`config.mk`:
```
export PLATFORM = sky130hd
export DESIGN_NAME = tx_rd_addr_commit_ctrl
export DESIGN_NICKNAME = d
export VERILOG_FILES = /design/src/rtl/tx_rd_addr_commit_ctrl.sv
export SDC_FILE = /design/constraint.sdc
export NUM_CORES = 1
export LEC_CHECK = 0
export BUFFER_PORTS_ARGS = -buffer_cell sky130_fd_sc_hd__buf_2
export CAP_MARGIN = 30
export CORE_MARGIN = 2
export CORE_UTILIZATION = 30
export CTS_CLUSTER_DIAMETER = 50
export DETAILED_ROUTE_END_ITERATION = 8
export GPL_TIMING_DRIVEN = 0
export HOLD_SLACK_MARGIN = 0.15
export PLACE_DENSITY_LB_ADDON = 0.3
export SLEW_MARGIN = 25
export SYNTH_ARGS = -nofsm -noshare
export SYNTH_HDL_FRONTEND = slang
export SYNTH_SLANG_ARGS = --single-unit
```
`constraint.sdc`:
```
create_clock -name clk -period 3.3 [get_ports clk]
set_input_delay 0.165 -clock clk [delete_from_list [all_inputs] [get_ports clk]]
set_output_delay 0.165 -clock clk [all_outputs]
set_load 0.005 [all_outputs]
```
`src/rtl/tx_rd_addr_commit_ctrl.sv`:
```
// TX committed read address scheduler: arbitrates two release streams, accumulates them and
// publishes the address toward the clk_in synchronizer at most once per HOLDOFF cycles.
// Optional counters publish_cnt/rel_cnt are enabled by defining TX_RD_ADDR_CTRL_STATS_EN.
module tx_rd_addr_commit_ctrl #(
    parameter int AW      = 12,
    parameter int LW      = 8,
    parameter int HOLDOFF = 8
) (
    input  logic          clk,
    input  logic          reset_n,
    input  logic          rel0_valid,
    input  logic [LW-1:0] rel0_len,
    output logic          rel0_ready,
    input  logic          rel1_valid,
    input  logic [LW-1:0] rel1_len,
    output logic          rel1_ready,
    input  logic          flush,
    output logic [AW-1:0] commited_rd_addr,
    output logic          pending
`ifdef TX_RD_ADDR_CTRL_STATS_EN
    ,
    output logic [31:0]   publish_cnt,
    output logic [31:0]   rel_cnt
`endif
);

    localparam int HW = (HOLDOFF > 2) ? $clog2(HOLDOFF) : 1;
    localparam logic [AW-1:0] FULL_TH = AW'((1 << (AW - 1)) - (1 << LW));

    typedef enum logic [0:0] {
        S_IDLE = 1'b0,
        S_HOLD = 1'b1
    } state_t;

    state_t        state, state_n;
    logic [AW-1:0] acc_addr, acc_addr_n;
    logic [AW-1:0] com_n;
    logic [HW-1:0] hcnt, hcnt_n;
    logic          rr, rr_n;
    logic          flush_pend, flush_pend_n;
    logic          pending_n;
    logic [AW-1:0] diff;
    logic          full;
    logic          grant0, grant1;
    logic          publish;

    always_comb begin
        diff   = acc_addr - commited_rd_addr;
        full   = (diff >= FULL_TH);
        grant0 = reset_n && !full && rel0_valid && (!rel1_valid || !rr);
        grant1 = reset_n && !full && rel1_valid && (!rel0_valid || rr);
    end

    assign rel0_ready = grant0;
    assign rel1_ready = grant1;

    always_comb begin
        acc_addr_n   = acc_addr;
        rr_n         = rr;
        state_n      = state;
        hcnt_n       = hcnt;
        com_n        = commited_rd_addr;
        flush_pend_n = flush_pend | flush;
        publish      = 1'b0;

        if (grant0) begin
            acc_addr_n = acc_addr + AW'(rel0_len);
        end else if (grant1) begin
            acc_addr_n = acc_addr + AW'(rel1_len);
        end
        if (rel0_valid && rel1_valid && (grant0 || grant1)) begin
            rr_n = ~rr;
        end

        case (state)
            S_IDLE: begin
                if ((acc_addr != commited_rd_addr) || flush_pend) begin
                    publish      = 1'b1;
                    com_n        = acc_addr;
                    hcnt_n       = HW'(HOLDOFF - 1);
                    flush_pend_n = 1'b0;
                    state_n      = S_HOLD;
                end
            end
            S_HOLD: begin
                // Leave as the count reaches zero so the next publish lands exactly HOLDOFF cycles later.
                hcnt_n = hcnt - 1'b1;
                if (hcnt <= HW'(1)) begin
                    hcnt_n  = '0;
                    state_n = S_IDLE;
                end
            end
            default: begin
                state_n = S_IDLE;
                hcnt_n  = '0;
            end
        endcase

        pending_n = (acc_addr_n != com_n);
    end

    always_ff @(posedge clk or negedge reset_n) begin
        if (!reset_n) begin
            state            <= S_IDLE;
            acc_addr         <= '0;
            commited_rd_addr <= '0;
            hcnt             <= '0;
            rr               <= 1'b0;
            flush_pend       <= 1'b0;
            pending          <= 1'b0;
        end else begin
            state            <= state_n;
            acc_addr         <= acc_addr_n;
            commited_rd_addr <= com_n;
            hcnt             <= hcnt_n;
            rr               <= rr_n;
            flush_pend       <= flush_pend_n;
            pending          <= pending_n;
        end
    end

`ifdef TX_RD_ADDR_CTRL_STATS_EN
    always_ff @(posedge clk or negedge reset_n) begin
        if (!reset_n) begin
            publish_cnt <= '0;
            rel_cnt     <= '0;
        end else begin
            if (publish) begin
                publish_cnt <= publish_cnt + 32'd1;
            end
            if (grant0 || grant1) begin
                rel_cnt <= rel_cnt + 32'd1;
            end
        end
    end
`else
    logic unused_publish;
    assign unused_publish = publish;
`endif

endmodule

```
==> run_results.csv, run 1 <==
group,metric,value,unit
logic_synthesis,synth_top_family_by_area,"compound AO/OA/AOI/OAI gates",
cells_and_area,layoutNonFillerInstCount,503,
timing,clock.fmax,276,MHz
cells_and_area,area_delta_synth_final,30.2,%
logic_synthesis,synth_top_cell_by_area,"dfrtp_1",
run_status,status,"finished, violations left",
cts,cts-buffers-inserted,5,
min_path,hold_start,"rel1_valid",
timing,finalCritPeriodShare,110,%
flow_run,drv_cap,0,
cts,cts_tree,"done",
cells_and_area,final_cell_mix,"35 x buf_2, 26 x dfrtp_1, 26 x buf_4",
cells_and_area,final_common_cell,"buf_2",
power_and_ir_drop,power_density,1240,nW/um^2
run_status,violations,"negative setup slack",
timing,whs,170,ps
die,dieArea,10100,um^2
logic_synthesis,synth-simple-area-share,17.6,%
logic_synthesis,ys_seq_area_share,27.7,%
worst_setup_path,critical_path_buf_inv_count,3,
logic_synthesis,synth_edf_count,0,
power_and_ir_drop,power_leakage,1.61,nW
cells_and_area,nNetsFinal,443,
grt,grt_usage,16.6,%
timing,setup_violations,1,
power_and_ir_drop,ir_worst_vdd,0.400,mV
worst_setup_path,crit_end,"pending",
die,core-area,9150,um^2
logic_synthesis,netlist_instances,321,
grt,antenna_found_initial,0,
drt,routedWlPerCell,16.0,um
logic_synthesis,netlist.area_leader.share,27.7,%
worst_setup_path,crit_required,3450,ps
cells_and_area,fin_area,3650,um^2
drt,viasPerCell,5.40,
worst_setup_path,cp-start-kind,"flop",
power_and_ir_drop,p_clk_share,7.6,%
die,dieWidth,101,um
placed_design,place_area,3130,um^2
drt,wirelength,8070,um
cts,h-tree-depth,2,
drt,drtAntennaViolNets,0,
timing,setup_ws,-321,ps
power_and_ir_drop,swShare,48.6,%
drt,drt_iter0_drc,110,
worst_setup_path,r2r_cells,14,
timing,worstMarginPinSlew,531,ps
power_and_ir_drop,power_frac_comb,76.3,%
logic_synthesis,yosysWarnings,0,
worst_setup_path,critical_path_class,"flop to flop",
logic_synthesis,synth_cell_types,56,
drt,dr.pass1.iters,4,
worst_setup_path,crit_chain,"inv_2 > ha_1 > nor2b_1 > o21bai_2 > a21boi_4 > or4_4 > buf_4 > a211oi_4 > nand2_2 > inv_4 > a221o_1 > xor2_1 > a2111o_1 > or4_1",
cells_and_area,layout-drive-gt1-share,29.1,%
die,start_util,30.6,%
timing,max-slew-margin-rel,64.6,%
logic_synthesis,synth_fa_ha_area_share,14.4,%
worst_setup_path,r2r_slack,-320,ps
timing,finalClockSkew,8.95,ps
drt,vias,2714,
placed_design,hpwlAfterDp,6150,um
die,fp.dieH,101,um
timing,setup_tns,-321,ps
cts,clkTransAtPathRegs,70,ps
min_path,hp-class,"input port to flop",
cts,cts_max_path_buffers,2,
logic_synthesis,async_reset_ff_share,100,%
logic_synthesis,synth_xor_area_share,8.89,%
timing,fin_crit,3620,ps
logic_synthesis,synthMuxAreaShare,2.23,%
power_and_ir_drop,seqPwrFrac,16.2,%
grt,grt_pass1_wl,13100,um
power_and_ir_drop,p_int,2.32,mW
worst_setup_path,worst-path-stages,14,
grt,grt_pass1_vias,2693,
worst_setup_path,crit_family,"simple AND/OR/NAND/NOR gates",
worst_setup_path,timing.rr.start,"commited_rd_addr[1]",
power_and_ir_drop,power,4.52,mW
placed_design,place_congestion,0.872,
logic_synthesis,avgSynthCellArea,8.73,um^2
placed_design,place_inst,467,
logic_synthesis,yosys-top-cells-area,"dfrtp_1 28%, ha_1 13%, xnor2_1 5.0%, o21ai_0 3.9%, a21oi_1 3.2%",
grt,grt_max_degree,32,
cells_and_area,finish.utilization,39.9,%
worst_setup_path,crit_fanout,4,
placed_design,dp_slack,-770,ps
worst_setup_path,slowest_delay,530,ps
logic_synthesis,synthFlopType,"dfrtp_1",
cts,clock_latency,290,ps
cts,cts_sinks,31,
drt,drc,0,
worst_setup_path,r2r_end,"pending",
logic_synthesis,synth-compound-area-share,25.4,%
power_and_ir_drop,p_switching,2.20,mW
cts,root_buffer,"clkbuf_8",
timing,slew_violations,0,
grt,grt-ovfl-total,0,
logic_synthesis,syn_nets,373,
timing,rsz0062_at_grt,"true",
worst_setup_path,crit_start,"commited_rd_addr[1]",
die,num_rows,35,
cells_and_area,diodes,0,
logic_synthesis,ys_seq_elements,31,
worst_setup_path,cp-end-kind,"flop",
placed_design,numPortBuffers,35,
worst_setup_path,critPathArrivalTime,3770,ps
logic_synthesis,netlist_area,2800,um^2
timing,finalHoldViolations,0,
worst_setup_path,cp_slowest_cell,"or4_4",
die,ioPinCount,36,
## worst min-delay path by stage
stage / cells past startpoint / end / slack (ps)
after floorplan: 0 / acc_addr[0] / -130
after global placement: 1 / hcnt[0] / 280
after detailed placement: 1 / hcnt[0] / 290
after CTS: 3 / rr / 170
after global routing: 3 / rr / 180
final: 3 / rr / 170
## sequential cells by signal, summed over array words and instances, names as in the netlist
signal	flops
acc_addr	12
commited_rd_addr	12
hcnt	3
flush_pend	1
pending	1
rr	1
state	1
## power groups by stage
stage	combinational [mW]	sequential [mW]	clock, mW
after floorplan	2.07	0.718	0
after global placement	2.66	0.774	0
after detailed placement	2.73	0.782	0
after CTS	3.39	0.728	0.347
after global routing	3.79	0.754	0.361
final	3.45	0.730	0.341
## cell usage after synthesis, types with 2 or more instances
library cell,count
and3_1,4
o31ai_1,4
nor4_1,4
dfrtp_1,31
ha_1,29
or4_1,3
a21o_1,7
mux2_2,2
mux2i_1,4
o2111ai_1,2
nor2b_1,3
xor3_1,2
a21oi_1,18
nor3_1,10
nand4_1,2
o31a_1,3
nor2_1,24
fa_1,2
a211oi_2,4
xor2_1,7
a211o_1,2
inv_1,23
a211oi_1,4
nand2_1,21
o21bai_1,5
or2_2,2
o21ai_0,22
o211ai_1,4
o21a_1,6
o311a_1,2
xnor2_1,16
nand3_1,11
clkbuf_1,5
o22ai_1,3
a21boi_0,3
a31oi_1,3
and2_1,5
## worst min-delay path: stages
cell and delay [ps]:
buf_2 120, nand3_1 80, xnor2_1 60
## cells by family (layout without fill, tap and decap cells)
family	count (synthesis)	count (layout)
AOI/OAI and AO/OA	102	102
and+or+nand+nor	98	98
DFF	31	31
buffers and inverters	28	99
xor gates and xnor gates	25	25
adders and majority gates	31	31
muxes	6	6
## per-layer routing
| metal | track usage, % | vias up | routed length [um] |
|---|---|---|---|
| li1 | - | 1334 | - |
| met1 | 21.2 | 1313 | 3660 |
| met2 | 28.9 | 53 | 3950 |
| met3 | 1.94 | 14 | 242 |
| met4 | 6.01 | 0 | 214 |
| met5 | 0 | - | 0 |
## timing repair
action | in CTS | in global routing
gates resized for setup | 38 | 3
hold buffers | 3 | 0
pin swaps | 22 | 2
setup buffers | 26 | 0
endpoints found under the hold margin | 32 | 0
setup endpoints to repair | 3 | 1
## final cells by class
cell class | instances | area (um^2)
Fill cell | 911 | 5500
Clock inverter | 1 | 7.51
Timing Repair Buffer | 64 | 410
Buffer | 4 | 16.3
Inverter | 23 | 88.8
Multi-Input combinational cell | 262 | 2110
Sequential cell | 31 | 782
Clock buffer | 7 | 96.3
Tap cell | 111 | 139
Note: power is estimated with default switching activity, not from simulation.
==> run 2, diff against run 1 <==
Settings changed: CORE_UTILIZATION 30 to 35.
Clock period 3.3 ns to 3.1 ns, I/O delays scaled along.
==> run_results.csv, run 2 (synthesized netlist as in run 1, its figures left out) <==
group,metric,value,unit
worst_setup_path,cp-start-kind,"flop",
cells_and_area,reg_top3,"acc_addr x12, commited_rd_addr x12, hcnt x3",
timing,slew_violations,0,
worst_setup_path,crit_end,"pending",
cells_and_area,layoutNonFillerInstCount,491,
flow_run,drv_cap,0,
worst_setup_path,crit_fanout,3,
grt,grt_pass1_wl,12600,um
die,fp.dieH,93.5,um
timing,fin_crit,3630,ps
timing,setup_ws,-533,ps
drt,drc,0,
grt,grt_max_degree,32,
cts,clock_latency,280,ps
timing,setup_violations,1,
worst_setup_path,cp-end-kind,"flop",
placed_design,hpwlAfterDp,5830,um
timing,rsz0062_at_grt,"true",
timing,finalCritPeriodShare,117,%
cells_and_area,nNetsFinal,440,
cts,root_buffer,"clkbuf_8",
die,dieWidth,93.5,um
cts,cts_tree,"done",
die,start_util,36.3,%
worst_setup_path,crit_required,3250,ps
cells_and_area,final_cell_mix,"35 x buf_2, 25 x dfrtp_1, 24 x ha_1",
grt,grt-ovfl-total,0,
timing,setup_tns,-533,ps
die,num_rows,32,
placed_design,place_area,3120,um^2
cells_and_area,fin_area,3680,um^2
worst_setup_path,critPathArrivalTime,3780,ps
drt,dr.pass1.iters,4,
die,core-area,7730,um^2
grt,antenna_found_initial,0,
power_and_ir_drop,power_leakage,1.61,nW
timing,max-slew-margin-rel,66.0,%
drt,vias,2650,
worst_setup_path,timing.rr.start,"acc_addr[6]",
cells_and_area,layout-drive-gt1-share,29.0,%
worst_setup_path,r2r_end,"pending",
min_path,hp-class,"input port to flop",
worst_setup_path,critical_path_class,"flop to flop",
cells_and_area,diodes,0,
placed_design,place_inst,458,
worst_setup_path,r2r_cells,13,
power_and_ir_drop,power_density,1340,nW/um^2
drt,routedWlPerCell,15.6,um
timing,finalHoldViolations,0,
cts,cts_max_path_buffers,2,
cts,clkTransAtPathRegs,70,ps
drt,drt_iter0_drc,90,
cts,h-tree-depth,2,
run_status,status,"finished, violations left",
grt,grt_usage,18.3,%
die,ioPinCount,36,
timing,worstMarginPinSlew,507,ps
drt,viasPerCell,5.40,
drt,drtAntennaViolNets,0,
cells_and_area,area_delta_synth_final,31.4,%
run_status,violations,"negative setup slack",
die,dieArea,8740,um^2
grt,grt_pass1_vias,2599,
worst_setup_path,crit_start,"acc_addr[6]",
power_and_ir_drop,ir_worst_vdd,0.444,mV
cells_and_area,finish.utilization,47.7,%
placed_design,place_congestion,0.845,
placed_design,numPortBuffers,35,
timing,clock.fmax,275,MHz
worst_setup_path,r2r_slack,-530,ps
cts,cts_sinks,31,
cts,cts-buffers-inserted,5,
drt,wirelength,7670,um
cells_and_area,final_common_cell,"buf_2",
timing,finalClockSkew,9.27,ps
==> run 2: cell count changes in the layout (fill, tap and decap cells not counted), moves of 2 or more <==
cell	previous run	this run
o21ai_1	0	2
o21ai_0	22	20
a21oi_2	2	0
buf_4	26	22
==> run 2: layout make-up <==
type	count	area (um^2)
Tap cell	102	128
Clock buffer	6	82.6
Timing Repair Buffer	61	392
Fill cell	738	4050
Multi-Input combinational cell	262	2160
Clock inverter	2	35.0
Sequential cell	31	783
Buffer	4	15.0
Inverter	23	88.8
==> run 2: worst min-delay path by stage <==
stage | depth (start not counted) | slack, ps | start | endpoint
floorplan | 0 | -140 | reset_n | acc_addr[0]
global placement | 1 | 270 | reset_n | hcnt[2]
detailed placement | 1 | 280 | reset_n | hcnt[2]
CTS | 3 | 160 | rel1_valid | rr
global route | 3 | 180 | rel1_valid | rr
finish | 3 | 160 | rel1_valid | rr
==> run 2: stage by stage <==
step                      total power [mW]  hold WS, ps  worst slack (ps)
after CTS                             4.35          155              -622
after detailed placement              3.70          277              -967
after floorplan                       2.97         -141              -359
after global placement                3.63          273              -935
after global routing                  5.39          182              -702
final                                 4.95          162              -533
==> run 2: worst max-delay path: stages, from the launching register on <==
cell	delay (ps)
dfrtp_2	430
ha_4	260
a211oi_2	210
nor2_1	80
o31a_1	290
buf_4	160
o31ai_4	410
a211oi_4	120
nand2_2	140
inv_4	60
a221o_1	340
xor2_1	170
a2111o_1	430
or4_1	410
==> run 2: timing repair <==
item                                    CTS  global route
endpoints found under the setup margin    7             3
endpoints found under the hold margin    32             0
resized for setup                        18            32
hold buffers                              3             0
setup buffers                             8            15
pin swaps                                 7            16
==> run 2: metal layers <==
metal / track usage, % / share of wire [%]
met3: 2.98 / 3.7
met4: 5.64 / 1.2
met5: 0 / 0
met2: 30.8 / 48
met1: 23.9 / 47
==> run 2: where the power goes <==
part	internal [mW]	switching (mW)	total (mW)
sequential	0.604	0.195	0.799
clock	0.260	0.152	0.412
combinational	1.73	2.00	3.74
total	2.59	2.35	4.95
==> run 3, diff against run 2 <==
Settings changed: PLACE_DENSITY set to 0.55, PLACE_DENSITY_LB_ADDON 0.3 to not set.
==> run_results.csv, run 3 (synthesized netlist as in run 1, its figures left out) <==
group,metric,value,unit
timing,fin_crit,3680,ps
grt,grt-ovfl-total,0,
timing,finalClockSkew,3.09,ps
power_and_ir_drop,p_switching,2.26,mW
cells_and_area,diodes,0,
drt,drt_iter0_drc,57,
power_and_ir_drop,swShare,48.6,%
power_and_ir_drop,p_int,2.39,mW
worst_setup_path,cp_slowest_cell,"or4_4",
timing,worstMarginPinSlew,544,ps
cts,h-tree-depth,2,
cts,cts_max_path_buffers,2,
timing,clock.fmax,272,MHz
timing,whs,163,ps
worst_setup_path,slowest_delay,520,ps
worst_setup_path,crit_family,"compound AO/OA/AOI/OAI gates",
cells_and_area,nNetsFinal,435,
die,core-area,7730,um^2
run_status,status,"finished, violations left",
cts,clkTransAtPathRegs,70,ps
timing,finalHoldViolations,0,
drt,routedWlPerCell,15.9,um
worst_setup_path,crit_fanout,4,
timing,finalCritPeriodShare,119,%
drt,drtAntennaViolNets,0,
die,dieWidth,93.5,um
worst_setup_path,cp-start-kind,"flop",
cells_and_area,reg_top3,"acc_addr x12, commited_rd_addr x12, hcnt x3",
placed_design,hpwlAfterDp,5830,um
worst_setup_path,critical_path_buf_inv_count,1,
drt,viasPerCell,5.33,
drt,dr.pass1.iters,4,
grt,grt_max_degree,32,
grt,grt_usage,18.8,%
cts,cts_sinks,31,
timing,setup_violations,1,
min_path,hp-class,"input port to flop",
placed_design,place_congestion,0.890,
cts,root_buffer,"clkbuf_8",
power_and_ir_drop,p_clk_share,7.7,%
drt,drc,0,
cells_and_area,finish.utilization,46.5,%
die,fp.dieH,93.5,um
cts,clock_latency,280,ps
worst_setup_path,crit_required,3250,ps
cells_and_area,final_common_cell,"buf_2",
worst_setup_path,cp-end-kind,"flop",
timing,rsz0062_at_grt,"true",
power_and_ir_drop,power_density,1300,nW/um^2
worst_setup_path,critPathArrivalTime,3830,ps
worst_setup_path,crit_chain,"ha_4 > a211oi_2 > nor2_1 > o31a_1 > or4_4 > a211oi_4 > buf_6 > a21o_1 > a31oi_1 > a211o_1 > a2111o_1 > or4_1",
grt,antenna_found_initial,0,
power_and_ir_drop,power_frac_comb,75.3,%
placed_design,numPortBuffers,35,
timing,slew_violations,0,
timing,setup_ws,-579,ps
timing,max-slew-margin-rel,63.4,%
timing,setup_tns,-579,ps
grt,grt_pass1_vias,2554,
grt,grt_pass1_wl,12800,um
worst_setup_path,critical_path_class,"flop to flop",
cells_and_area,area_delta_synth_final,28.1,%
cts,cts-buffers-inserted,5,
run_status,violations,"negative setup slack",
cells_and_area,final_cell_mix,"34 x buf_2, 26 x dfrtp_1, 25 x ha_1",
drt,wirelength,7720,um
power_and_ir_drop,ir_worst_vdd,0.401,mV
die,ioPinCount,36,
cts,cts_tree,"done",
power_and_ir_drop,seqPwrFrac,17.0,%
die,start_util,36.3,%
die,dieArea,8740,um^2
flow_run,drv_cap,0,
drt,vias,2591,
die,num_rows,32,
cells_and_area,n_fill_cell,746,
cells_and_area,layout-drive-gt1-share,26.8,%
power_and_ir_drop,power_leakage,1.57,nW
## run 3: per-layer routing
layer | global-route usage [%] | up-vias | wire (um)
met2 | 30.9 | 51 | 3640
met4 | 5.15 | 0 | 117
met3 | 1.93 | 7 | 269
met1 | 26.1 | 1218 | 3700
met5 | 0 | - | 0
li1 | - | 1315 | -
## run 3: cell type report
class,instances,area [um^2],share of cell area [%]
multi-input cells,262,2110,58.8
flip-flops and latches,31,782,21.8
repair buffers,56,364,10.1
well taps,102,128,3.56
clock buffers,8,100,2.79
inverters,23,88.8,2.47
plain buffers,4,16.3,0.453
## run 3: final timing paths
check / from / end / slack (ps) / cells past startpoint
worst max-delay path: acc_addr[6] / pending / -580 / 12
worst min-delay path: rel1_valid / rr / 160 / 3
worst max register to register: acc_addr[6] / pending / -580 / 12
worst min register to register: rr / rr / 510 / 1
max in group asynchronous: reset_n / acc_addr[4] / 2430 / 3
min in group asynchronous: reset_n / hcnt[0] / 480 / 3
## run 3: power groups by stage
| stage | clock network [mW] | registers, mW | logic, mW |
|---|---|---|---|
| 6_report | 0.359 | 0.790 | 3.51 |
| 5_1_grt | 0.385 | 0.821 | 3.89 |
| 4_1_cts | 0.364 | 0.788 | 3.36 |
| 3_5_place_dp | 0 | 0.826 | 2.87 |
| 3_3_place_gp | 0 | 0.821 | 2.85 |
| 2_1_floorplan | 0 | 0.765 | 2.20 |
## run 3: per-stage QoR
step	std cells	setup slack [ps]	cell area (um^2)	power [mW]
after global placement	458	-979	3120	3.67
after floorplan	321	-359	2810	2.97
after CTS	484	-497	3510	4.52
after detailed placement	458	-972	3120	3.69
final	486	-579	3590	4.66
after global routing	486	-740	3590	5.10
## run 3: worst register-to-register path, cell delays in order, from the launching register on
cell and delay (ps):
dfrtp_2 430, ha_4 240, a211oi_2 210, nor2_1 80
o31a_1 340, or4_4 520, a211oi_4 280, buf_6 140
a21o_1 130, a31oi_1 90, a211o_1 280, a2111o_1 410
or4_1 400
## run 3: what timing repair did
action | in CTS | in global routing
hold buffers | 3 | 0
gates resized for setup | 32 | 13
endpoints found under the setup margin | 6 | 2
hold endpoints to repair | 32 | 0
buffers inserted | 16 | 2
pin swaps | 12 | 7
